<file path="src/rtl/multicycle_controller_if.sv">
// Memory handshake bundle between the multicycle controller and the shared
// instruction/data memory port.
//   mem_req    controller -> memory : access requested this cycle
//   mem_write  controller -> memory : request is a store
//   adr_src    controller -> datapath address mux (0 = PC, 1 = ALU-out reg)
//   mem_ready  memory -> controller : current request completes this cycle
interface multicycle_controller_if;
    logic mem_req;
    logic mem_write;
    logic adr_src;
    logic mem_ready;

    modport master (output mem_req, output mem_write, output adr_src, input mem_ready);
    modport slave  (input mem_req, input mem_write, input adr_src, output mem_ready);
endinterface

</file>
<file path="src/rtl/multicycle_controller.sv">
// Control FSM for a shared-resource multicycle RV32I datapath (one ALU, one
// unified memory port, one register file).
// Ports:
//   clk, rst          clock, synchronous active-high reset
//   opcode_i, funct3_i, funct7_5_i   instruction register fields
//   zero_i            ALU zero flag (same cycle)
//   mem_if            memory handshake (mem_req/mem_write/adr_src out, mem_ready in)
//   ir_write_o, pc_write_o, reg_write_o       datapath write enables
//   alu_src_a_o, alu_src_b_o, result_src_o, imm_src_o, alu_control_o  selects
//   illegal_instr_o   sticky trap flag, cleared only by reset
//   state_o           current state, for debug
module multicycle_controller #(
    parameter logic [3:0] RESET_STATE = 4'd0
) (
    input  logic                          clk,
    input  logic                          rst,
    input  logic [6:0]                    opcode_i,
    input  logic [2:0]                    funct3_i,
    input  logic                          funct7_5_i,
    input  logic                          zero_i,
    multicycle_controller_if.master       mem_if,
    output logic                          ir_write_o,
    output logic                          pc_write_o,
    output logic                          reg_write_o,
    output logic [1:0]                    alu_src_a_o,
    output logic [1:0]                    alu_src_b_o,
    output logic [1:0]                    result_src_o,
    output logic [1:0]                    imm_src_o,
    output logic [2:0]                    alu_control_o,
    output logic                          illegal_instr_o,
    output logic [3:0]                    state_o
);

    typedef enum logic [3:0] {
        FETCH    = 4'd0,
        DECODE   = 4'd1,
        MEMADR   = 4'd2,
        MEMREAD  = 4'd3,
        MEMWB    = 4'd4,
        MEMWRITE = 4'd5,
        EXECUTER = 4'd6,
        ALUWB    = 4'd7,
        EXECUTEI = 4'd8,
        JAL      = 4'd9,
        BEQ      = 4'd10,
        TRAP     = 4'd11
    } state_t;

    localparam logic [6:0] OP_LOAD   = 7'b0000011;
    localparam logic [6:0] OP_STORE  = 7'b0100011;
    localparam logic [6:0] OP_RTYPE  = 7'b0110011;
    localparam logic [6:0] OP_ITYPE  = 7'b0010011;
    localparam logic [6:0] OP_JAL    = 7'b1101111;
    localparam logic [6:0] OP_BRANCH = 7'b1100011;

    localparam logic [2:0] ALU_ADD = 3'b000;
    localparam logic [2:0] ALU_SUB = 3'b001;
    localparam logic [2:0] ALU_AND = 3'b010;
    localparam logic [2:0] ALU_OR  = 3'b011;
    localparam logic [2:0] ALU_SLT = 3'b101;

    state_t state_q, state_d;
    logic   illegal_q, illegal_d;

    logic       mem_req, mem_write, adr_src;
    logic       ir_write, pc_write, reg_write;
    logic [1:0] src_a, src_b, result_src;
    logic [2:0] alu_ctl;

    // Only R-type honours funct7_5 (sub); I-type has no subi so it is ignored.
    // Unknown funct3 falls back to add rather than trapping.
    function automatic logic [2:0] funct_alu(input logic is_r, input logic [2:0] f3,
                                             input logic f7_5);
        case (f3)
            3'b000:  funct_alu = (is_r && f7_5) ? ALU_SUB : ALU_ADD;
            3'b010:  funct_alu = ALU_SLT;
            3'b110:  funct_alu = ALU_OR;
            3'b111:  funct_alu = ALU_AND;
            default: funct_alu = ALU_ADD;
        endcase
    endfunction

    always_ff @(posedge clk) begin
        if (rst) begin
            state_q   <= state_t'(RESET_STATE);
            illegal_q <= 1'b0;
        end else begin
            state_q   <= state_d;
            illegal_q <= illegal_d;
        end
    end

    always_comb begin
        state_d    = state_q;
        mem_req    = 1'b0;
        mem_write  = 1'b0;
        adr_src    = 1'b0;
        ir_write   = 1'b0;
        pc_write   = 1'b0;
        reg_write  = 1'b0;
        src_a      = 2'b00;
        src_b      = 2'b00;
        result_src = 2'b00;
        alu_ctl    = ALU_ADD;

        case (state_q)
            FETCH: begin
                // PC+4 goes straight from the ALU onto the result bus.
                mem_req    = 1'b1;
                src_b      = 2'b10;
                result_src = 2'b10;
                if (mem_if.mem_ready) begin
                    ir_write = 1'b1;
                    pc_write = 1'b1;
                    state_d  = DECODE;
                end
            end
            DECODE: begin
                // Speculatively compute oldPC+imm so BEQ/JAL find it in ALU-out.
                src_a = 2'b01;
                src_b = 2'b01;
                case (opcode_i)
                    OP_LOAD, OP_STORE: state_d = MEMADR;
                    OP_RTYPE:          state_d = EXECUTER;
                    OP_ITYPE:          state_d = EXECUTEI;
                    OP_JAL:            state_d = JAL;
                    OP_BRANCH:         state_d = BEQ;
                    default:           state_d = TRAP;
                endcase
            end
            MEMADR: begin
                src_a   = 2'b10;
                src_b   = 2'b01;
                state_d = (opcode_i == OP_LOAD) ? MEMREAD : MEMWRITE;
            end
            MEMREAD: begin
                mem_req = 1'b1;
                adr_src = 1'b1;
                if (mem_if.mem_ready) state_d = MEMWB;
            end
            MEMWB: begin
                result_src = 2'b01;
                reg_write  = 1'b1;
                state_d    = FETCH;
            end
            MEMWRITE: begin
                mem_req   = 1'b1;
                mem_write = 1'b1;
                adr_src   = 1'b1;
                if (mem_if.mem_ready) state_d = FETCH;
            end
            EXECUTER: begin
                src_a   = 2'b10;
                alu_ctl = funct_alu(1'b1, funct3_i, funct7_5_i);
                state_d = ALUWB;
            end
            EXECUTEI: begin
                src_a   = 2'b10;
                src_b   = 2'b01;
                alu_ctl = funct_alu(1'b0, funct3_i, funct7_5_i);
                state_d = ALUWB;
            end
            ALUWB: begin
                reg_write = 1'b1;
                state_d   = FETCH;
            end
            JAL: begin
                // Target is already in ALU-out; the ALU makes oldPC+4 for ALUWB.
                src_a    = 2'b01;
                src_b    = 2'b10;
                pc_write = 1'b1;
                state_d  = ALUWB;
            end
            BEQ: begin
                src_a    = 2'b10;
                alu_ctl  = ALU_SUB;
                pc_write = zero_i;
                state_d  = FETCH;
            end
            TRAP: state_d = TRAP;
            default: state_d = FETCH;
        endcase

        illegal_d = illegal_q | (state_d == TRAP);
    end

    always_comb begin
        case (opcode_i)
            OP_STORE:  imm_src_o = 2'b01;
            OP_BRANCH: imm_src_o = 2'b10;
            OP_JAL:    imm_src_o = 2'b11;
            default:   imm_src_o = 2'b00;
        endcase
    end

    assign mem_if.mem_req   = mem_req;
    assign mem_if.mem_write = mem_write;
    assign mem_if.adr_src   = adr_src;
    assign ir_write_o       = ir_write;
    assign pc_write_o       = pc_write;
    assign reg_write_o      = reg_write;
    assign alu_src_a_o      = src_a;
    assign alu_src_b_o      = src_b;
    assign result_src_o     = result_src;
    assign alu_control_o    = alu_ctl;
    assign illegal_instr_o  = illegal_q;
    assign state_o          = state_q;

endmodule

</file>
<file path="src/flat_wrapper.sv">
// flat-port wrapper written by rule: the top's interface ports become plain ports
module multicycle_controller_flat 
#(
    parameter logic [3:0] RESET_STATE = 4'd0
)
  (clk, rst, opcode_i, funct3_i, funct7_5_i, zero_i, ir_write_o, pc_write_o, reg_write_o, alu_src_a_o, alu_src_b_o, result_src_o, imm_src_o, alu_control_o, illegal_instr_o, state_o, mem_if_mem_req, mem_if_mem_write, mem_if_adr_src, mem_if_mem_ready);
  multicycle_controller_if mem_if_i ();
  input  logic clk;
  input  logic rst;
  input  logic [6:0] opcode_i;
  input  logic [2:0] funct3_i;
  input  logic funct7_5_i;
  input  logic zero_i;
  output logic ir_write_o;
  output logic pc_write_o;
  output logic reg_write_o;
  output logic [1:0] alu_src_a_o;
  output logic [1:0] alu_src_b_o;
  output logic [1:0] result_src_o;
  output logic [1:0] imm_src_o;
  output logic [2:0] alu_control_o;
  output logic illegal_instr_o;
  output logic [3:0] state_o;
  output wire logic [$bits(mem_if_i.mem_req)-1:0] mem_if_mem_req;
  output wire logic [$bits(mem_if_i.mem_write)-1:0] mem_if_mem_write;
  output wire logic [$bits(mem_if_i.adr_src)-1:0] mem_if_adr_src;
  input wire logic [$bits(mem_if_i.mem_ready)-1:0] mem_if_mem_ready;
  assign mem_if_mem_req = mem_if_i.mem_req;
  assign mem_if_mem_write = mem_if_i.mem_write;
  assign mem_if_adr_src = mem_if_i.adr_src;
  assign mem_if_i.mem_ready = mem_if_mem_ready;
  multicycle_controller #(.RESET_STATE(RESET_STATE)) u_core (.clk(clk), .rst(rst), .opcode_i(opcode_i), .funct3_i(funct3_i), .funct7_5_i(funct7_5_i), .zero_i(zero_i), .mem_if(mem_if_i), .ir_write_o(ir_write_o), .pc_write_o(pc_write_o), .reg_write_o(reg_write_o), .alu_src_a_o(alu_src_a_o), .alu_src_b_o(alu_src_b_o), .result_src_o(result_src_o), .imm_src_o(imm_src_o), .alu_control_o(alu_control_o), .illegal_instr_o(illegal_instr_o), .state_o(state_o));
endmodule
</file>
<file path="config.mk">
export PLATFORM = sky130hd
export DESIGN_NAME = multicycle_controller_flat
export DESIGN_NICKNAME = d
export VERILOG_FILES = /design/src/rtl/multicycle_controller_if.sv /design/src/rtl/multicycle_controller.sv /design/src/flat_wrapper.sv
export SDC_FILE = /design/constraint.sdc
export NUM_CORES = 1
export LEC_CHECK = 0
export ABC_AREA = 0
export BUFFER_PORTS_ARGS = -buffer_cell sky130_fd_sc_hd__buf_2
export CORE_AREA = 5 5 55 47
export DETAILED_ROUTE_END_ITERATION = 16
export DIE_AREA = 0 0 60 52
export GPL_TIMING_DRIVEN = 0
export PLACE_DENSITY = 0.76
export REMOVE_ABC_BUFFERS = 1
export SETUP_SLACK_MARGIN = 0.02
export SYNTH_ARGS = -nofsm -noshare
export SYNTH_HDL_FRONTEND = slang
export SYNTH_SLANG_ARGS = --single-unit
</file>
<file path="constraint.sdc">
create_clock -name clk -period 4.7 [get_ports clk]
set_input_delay 0 -clock clk [delete_from_list [all_inputs] [get_ports clk]]
set_output_delay 0 -clock clk [all_outputs]
set_load 0.05 [all_outputs]
</file>
# Word-level counts from Yosys, hierarchy flattened
# Index checks and enable logic that the tools add are counted.
[totals]
register_bits = 5
input_bits = 15
wordCells = 56
[op_classes]
n_eq_ne = 21
mux = 21
bitwise_logic = 1
reduce_logical = 11
[op_table]
columns = ["operator", "count"]
rows = [
  ["$pmux 4 s7", 1],
  ["$eq 4x4->1 const B", 5],
  ["$pmux 4 s5", 1],
  ["$pmux 3 s3", 2],
  ["$eq 4x3->1 const B", 4],
  ["$eq 7x6->1 const B", 2],
  ["$eq 7x7->1 const B", 2],
  ["$mux 4", 3],
  ["$pmux 2 s2", 3],
  ["$pmux 3 s4", 1],
  ["$reduce_or 2->1", 5],
  ["$reduce_or 3->1", 3],
  ["$eq 4x2->1 const B", 2],
  ["$eq 7x2->1 const B", 1],
  ["$eq 7x5->1 const B", 1],
  ["$mux 1", 7],
  ["$eq 3x3->1 const B", 2],
  ["$pmux 2 s3", 1],
  ["$eq 4x1->1 const B", 1],
  ["$logic_not 4->1", 1],
  ["$reduce_or 4->1", 1],
  ["$eq 3x2->1 const B", 1],
  ["$logic_not 3->1", 1],
  ["$mux 3", 1],
  ["other kinds (2)", 2],
]

# Depth between registers and ports, before layout
# Gate-level depths: netlist of run 1.
[depth]
word_depth = 6
ltp_mapped = 7

# Worst setup path before layout of run 1
# OpenSTA, ideal clock, no wires.
[synth_timing]
path_kind = "reg-to-output"
startpoint = "register u_core.state_q[1] (netlist: u_core.state_o[1])"
endpoint = "output port ir_write_o"
arrival_ns = 3.186
required_ns = 4.700
path_slack_ns = 1.514
path_stages_with_launch = 5
path_buffers = 2
cell_sequence = "dfxtp_1 clkbuf_1 buf_1 nor4_1 and2_1"
[synth_via]
elab_chain_len = 2
[synth_lines]
columns = ["item", "line_no", "rtl"]
rows = [
  ["start: declaration", "multicycle_controller.sv:62", "state_t state_q, state_d;"],
  ["start signal: assignment", "multicycle_controller.sv:85", "state_q <= state_t'(RESET_STATE);"],
  ["start signal: assignment", "multicycle_controller.sv:88", "state_q <= state_d;"],
  ["$logic_not 4->1", "multicycle_controller.sv:106", "case (state_q)"],
  ["$mux 1", "multicycle_controller.sv:106", ""],
  ["end: declaration", "flat_wrapper.sv:14", "output logic ir_write_o;"],
]
# No other way between the ends.

# Worst setup path after layout of run 1
[layout_timing]
startpoint = "register u_core.state_q[2] (netlist: u_core.state_o[2])"
endpoint = "output port alu_control_o[0]"
[layout_via]
elab_chain_len = 2
word_cells_on_any_way = 4
cone_classes = "eq/ne (3); mux (1)"
[layout_lines]
columns = ["item", "line_no", "rtl"]
rows = [
  ["$eq 4x4->1 / $eq 4x3->1 (equally long branches)", "multicycle_controller.sv:106", ""],
  ["$pmux 3 s3 (*)", "multicycle_controller.sv:106", ""],
  ["end: declaration", "flat_wrapper.sv:21", "output logic [2:0] alu_control_o;"],
]
# Mark *: on every way between the ends. The rest lies on a longest branch, timed or not.

==> results of run 1 <==
[cells in the mapped netlist, drive strengths merged]
cell      n  share of area
nor2b     5          0.048
a21o      2          0.023
buf       2          0.013
a2111oi   1          0.013
a21oi     9          0.069
and3      3          0.029
nand2b    5          0.048
nor4bb    1          0.015
a211oi    3          0.034
nand3     3          0.023
xor2      3          0.040
dfxtp     5           0.15
and2      1         0.0095
or2       4          0.038
o21ai     7          0.053
o32ai     1          0.013
o221a     1          0.017
nand2     7          0.040
nor4      4          0.057
clkbuf    6          0.034
inv       5          0.029
o31a      1          0.013
o22ai     2          0.019
nor4b     1          0.013
nor2     11          0.063
or4       1          0.011
nor3      6          0.046
nand3b    1          0.011
nand4     1         0.0095
a221oi    1          0.013
[logic make-up after synthesis]
family                    Yosys count
DFF                                 5
buffers and inverters              13
AOI/OAI and AO/OA                  28
and+or+nand+nor                    54
xor gates and xnor gates            3
[worst paths after layout]
kind	start	end	slack [ns]	depth (start not counted)
max	u_core.state_o[2]	alu_control_o[0]	2.64	5
min	opcode_i[4]	u_core.state_o[2]	0.06	3
max reg2reg	u_core.state_o[1]	u_core.illegal_instr_o	2.65	5
min reg2reg	u_core.illegal_instr_o	u_core.illegal_instr_o	0.46	2
[routing by layer]
metal  vias up  routed length, um  GRT usage
met3         2                186     0.0223
li1        438                  -          -
met5         -                  0          0
met1       387                835      0.161
met2        31                867      0.187
met4         0                  8     0.0554
[flip-flops by register name (all words and copies together), names as in the netlist]
register and count:
u_core.state_o 4, u_core.illegal_instr_o 1
[worst max-delay path: stages, from the launching register on]
cell and delay (ns):
dfxtp_1 0.73, nand2_1 0.30, nor3_1 0.25, o21ai_0 0.10, a21oi_1 0.16, buf_2 0.28
[through the flow]
stage               utilization  instance area [um^2]  std cells
finish                    0.430                   872        161
global route              0.430                   872        161
CTS                       0.430                   872        161
detailed placement        0.412                   836        156
global placement          0.412                   836        156
floorplan                     -                   624         95
[final cells by class]
| cell class | count | area [um^2] | area share |
|---|---|---|---|
| well taps | 25 | 31.3 | 0.0359 |
| flip-flops and latches | 5 | 100 | 0.115 |
| multi-input cells | 85 | 505 | 0.580 |
| clock buffers | 4 | 26.3 | 0.0301 |
| inverters | 5 | 18.8 | 0.0215 |
| repair buffers | 37 | 190 | 0.218 |
[what timing repair did]
item,4_1_cts,5_1_grt
buffers inserted,0,0
hold endpoints to repair,1,0
hold buffers,1,0
setup endpoints to repair,0,0
==> summary.txt, run 1 <==
GRT
  – GRT overflow: 0
  – First-pass GRT wire length: around 2900 um
  – Total GRT Usage: 0.121
  – Largest net degree at the start of global routing: 24
  – Vias in the first global route: 694
  – Initial antenna violation count: 0

Timing
  – Final cycle utilization of the critical path: 0.439
  – RSZ-0062 raised after global routing: false
  – Setup ws final: approximately 2.6 ns
  – Fmax: about 480 MHz
  – Least-Margin Pin Slew: roughly 0.67 ns
  – Hold WS: around 0.055 ns
  – Final Hold Viols: 0
  – Total negative slack: 0 ns
  – Tmin final: roughly 2.1 ns
  – Setup violators final: 0
  – Slew Viols, Final: 0
  – Clock Skew: ~0.0043 ns
  – Max_slew headroom: 0.553

Die
  – Die area: about 3100 um^2
  – Initial cell density of the core: 0.323
  – Core Rows: 15
  – Die X: ~60 um
  – Total core area: ~2000 um^2
  – Ports: 37
  – DIE HEIGHT: between 50 and 60 um

Synthesis
  – Main combinational cell family by area after synthesis: simple AND/OR/NAND/NOR gates
  – Simple logic cell fraction of the synthesized area: 0.462
  – Count of cell types in the netlist: 32
  – Mux contribution to synthesized area: 0
  – Synth Area in Adders: 0
  – Synth Register Bits: 5
  – Syn Inst Count: 103
  – Sequential fraction of the synthesis area: 0.153
  – Avg Inst Size Synth: between 6 and 7 um^2
  – Synthesized area: around 660 um^2
  – Post-Synth XOR/XNOR Area: 0.0401
  – Synth Area in Compound Gates: 0.269
  – YS warnings: 0

Clock network
  – CTS sink cnt: 5
  – Clock Latency Late Sink: about 0.24 ns
  – Bufs on Longest Clock Path: 2
  – Num CTS Buffers: 3
  – Post_cts resized: 0
  – Clock-pin slew on the worst setup and hold paths: 0.05 ns
  – Htree depth: 1
  – CTS tree: done
  – Root buffer cell: clkbuf_4

Layout
  – Fin nets: approximately 150
  – N_diodes: 0
  – Most frequent cells in the layout: buf_2, nor2_1, a21oi_1, nand2_1, o21ai_0
  – Synth-to-layout area growth: 33.0%
  – Fillers: approximately 220
  – Layout cells sized above 1: 0.331
  – Most common cell after layout, fill and taps aside: buf_2

Critical path
  – Element type at the critical path end: output port
  – CP startpoint kind: register
  – CP arrival: 2.06 ns
  – Kind of critical path: reg -> out
  – Worst-path fanout max: 20
  – Critical path required time: about 4.7 ns

Route
  – # DRC: 0
  – DRT antenna net count: 0
  – Vias: ~860
  – Iter 0 DRT Violations: 32
  – Routed WL: 1900 um
  – Drt pass-1 iters: 4
  – Vias per Instance: roughly 5.3
  – DR WL/cell: between 10 and 15 um

Job
  – Max Cap Viol: 0

Place
  – Pre-CTS WS: around 2.7 ns
  – DP HPWL: about 1500 um
  – Number of buffers added on ports: 36
  – Placer congestion estimate: roughly 0.86

Run status
  – Result of the run: complete, no violations

Worst hold path
  – Worst hold-check path type: in -> reg
Power of run 1 is not shown: default switching activity piles up to over one toggle a cycle in this logic, so the estimate is an artifact.
==> run 2: changes to the inputs <==
--- a/config.mk
+++ b/config.mk
@@ -11,7 +11,7 @@
 export DETAILED_ROUTE_END_ITERATION = 16
 export DIE_AREA = 0 0 60 52
 export GPL_TIMING_DRIVEN = 0
-export PLACE_DENSITY = 0.76
+export PLACE_DENSITY = 0.78
 export REMOVE_ABC_BUFFERS = 1
 export SETUP_SLACK_MARGIN = 0.02
 export SYNTH_ARGS = -nofsm -noshare
==> constraint.sdc (replaced) <==
create_clock -name clk -period 1.8 [get_ports clk]
set_input_delay 0 -clock clk [delete_from_list [all_inputs] [get_ports clk]]
set_output_delay 0 -clock clk [all_outputs]
set_load 0.05 [all_outputs]
==> run 2 against run 1 <==
Global-route usage grew 0.57 points. Utilization grew 1.6 points. Critical path depth grew 1. Sequential cell count is the same. Clock skew shrank 0.0026 ns. Sequential share of layout area grew 0.97 points. Via count shrank 0.70%. Worst hold slack lost 0.011 ns. Routed wire length grew 1.8%. Non-clock buffer count is the same. First-iteration DRC count grew 31%. Register-to-register slack lost 2.5 ns.
==> summary.txt, run 2 (same netlist as run 1, synthesis figures left out) <==
Route
  – Vias per Instance: 5.29 (-0.70%)
  – Drt pass-1 iters: 4 (unchanged)
  – # DRC: 0 (unchanged)
  – Vias: 852 (-0.70%)
  – DRT antenna net count: 0 (unchanged)
  – Routed WL: 1930 um (+1.8%)
  – Iter 0 DRT Violations: 42 (+31%)
  – DR WL/cell: 12.0 um (+1.8%)

Layout
  – Fin nets: 152 (unchanged)
  – Synth-to-layout area growth: 38.0%
  – Most frequent cells in the layout: buf_2, nor2_1, a21oi_1, nand2_1, o21ai_0
  – Core Util, Final: 0.446 (+0.0160)
  – Final instance area: 905 um^2 (+3.7%)
  – Area of the multi-input gates: 523 um^2 (+3.5%)
  – Layout cells sized above 1: 0.397 (+0.0662)
  – Max reg flops: 4 (unchanged)
  – Fillers: 215 (-0.92%)
  – Register area: 113 um^2 (+13%)
  – N_diodes: 0 (unchanged)
  – Most common cell after layout, fill and taps aside: buf_2

Worst hold path
  – Worst hold-check path type: in -> reg
  – Hold path endpoint: u_core.state_o[2]
  – Hold depth: 3 (unchanged)
  – Hold path startpoint: opcode_i[4]

Die
  – Initial cell density of the core: 0.323 (unchanged)
  – DIE HEIGHT: 52 um (unchanged)
  – Total core area: 2030 um^2 (unchanged)
  – Ports: 37 (unchanged)
  – Core Rows: 15 (unchanged)
  – Die area: 3120 um^2 (unchanged)
  – Die X: 60 um (unchanged)

Timing
  – Clock Skew: 0.00167 ns (-0.00260 ns)
  – Least-Margin Pin Slew: 0.492 ns (-0.178 ns)
  – Hold WS: 0.0443 ns (-0.0111 ns)
  – Slew Viols, Final: 0 (unchanged)
  – Setup violators final: 0 (unchanged)
  – Final cycle utilization of the critical path: 0.917
  – RSZ-0062 raised after global routing: false
  – Fmax: about 610 MHz
  – Tmin final: 1.65 ns
  – Max_slew headroom: 0.664 (+0.111)
  – Final Hold Viols: 0 (unchanged)

Place
  – Number of buffers added on ports: 36 (unchanged)
  – Placer congestion estimate: 0.860 (+0.31%)
  – Placement-stage cell area: 836 um^2 (unchanged)
  – DP HPWL: 1500 um (+3.5%)

Critical path
  – R2r setup slk: 0.17 ns (-2.48 ns)
  – R2R depth: 5 (unchanged)
  – Kind of critical path: reg -> out
  – Critical path required time: 1.80 ns (-2.90 ns)
  – Element type at the critical path end: output port
  – Worst r2r src: u_core.state_o[1]
  – CP startpoint kind: register
  – CP arrival: 1.65 ns (-0.41 ns)
  – Worst-path fanout max: 15 (-25%)
  – RR Endpoint: u_core.illegal_instr_o

Run status
  – Result of the run: complete, no violations

Clock network
  – Clock Latency Late Sink: 0.24 ns (about the same)
  – CTS sink cnt: 5 (unchanged)
  – Clock-pin slew on the worst setup and hold paths: 0.04 ns (about the same)
  – Root buffer cell: clkbuf_4
  – Htree depth: 1 (unchanged)
  – Num CTS Buffers: 3 (unchanged)
  – CTS tree: done
  – Total setup buffers inserted after CTS: 0 (unchanged)
  – Bufs on Longest Clock Path: 2 (unchanged)

GRT
  – Largest net degree at the start of global routing: 24 (unchanged)
  – Vias in the first global route: 741 (+6.8%)
  – Initial antenna violation count: 0 (unchanged)
  – Total GRT Usage: 0.127 (+0.00567)
  – GRT overflow: 0 (unchanged)
  – First-pass GRT wire length: 3160 um (+7.8%)

Job
  – Max Cap Viol: 0 (unchanged)
[run 2: cell counts in the layout (fill, tap and decap cells not counted)]
No cell type changed its count.
[run 2: per-stage QoR]
step           setup WS [ns]  setup TNS (ns)  std cells
2_1_floorplan          -1.16           -7.52         95
3_3_place_gp          -0.174          -0.210        156
3_5_place_dp          -0.210          -0.282        156
4_1_cts               0.0518               0        161
5_1_grt               0.0338               0        161
6_report               0.150               0        161
[run 2: worst max-delay path by stage]
stage                       from                endpoint  slack, ns  cells past startpoint
6_report       u_core.state_o[3]        alu_control_o[0]       0.15                      6
5_1_grt        u_core.state_o[1]        alu_control_o[2]       0.03                      5
4_1_cts        u_core.state_o[3]        alu_control_o[0]       0.05                      6
3_5_place_dp   u_core.state_o[1]  u_core.illegal_instr_o      -0.21                      5
3_3_place_gp   u_core.state_o[1]  u_core.illegal_instr_o      -0.17                      5
2_1_floorplan  u_core.state_o[0]              ir_write_o      -1.16                      2
[run 2: metal layers]
metal,part of all wire,vias up,GRT usage
met5,0,-,0
met4,0.0093,0,0.0295
met3,0.091,2,0.0397
met2,0.47,27,0.196
met1,0.43,386,0.170
li1,-,437,-
[run 2: worst max-delay path, cell delays in order (launching register included)]
cell	delay [ns]
dfxtp_2	0.39
inv_2	0.14
nand2_1	0.16
nor3_1	0.20
o21ai_0	0.11
a21oi_1	0.14
buf_2	0.27
[run 2: repair_timing]
action | CTS | global route
resized for setup | 5 | 9
hold endpoints to repair | 1 | 0
hold buffers | 1 | 0
setup endpoints to repair | 7 | 4
[run 2: area by class of cell]
class / count / share of cell area
clock buffers: 4 / 0.0290
inverters: 5 / 0.0207
multi-input cells: 85 / 0.578
flip-flops and latches: 5 / 0.124
well taps: 25 / 0.0346
repair buffers: 37 / 0.213
Power of run 2 is left out for the same reason.
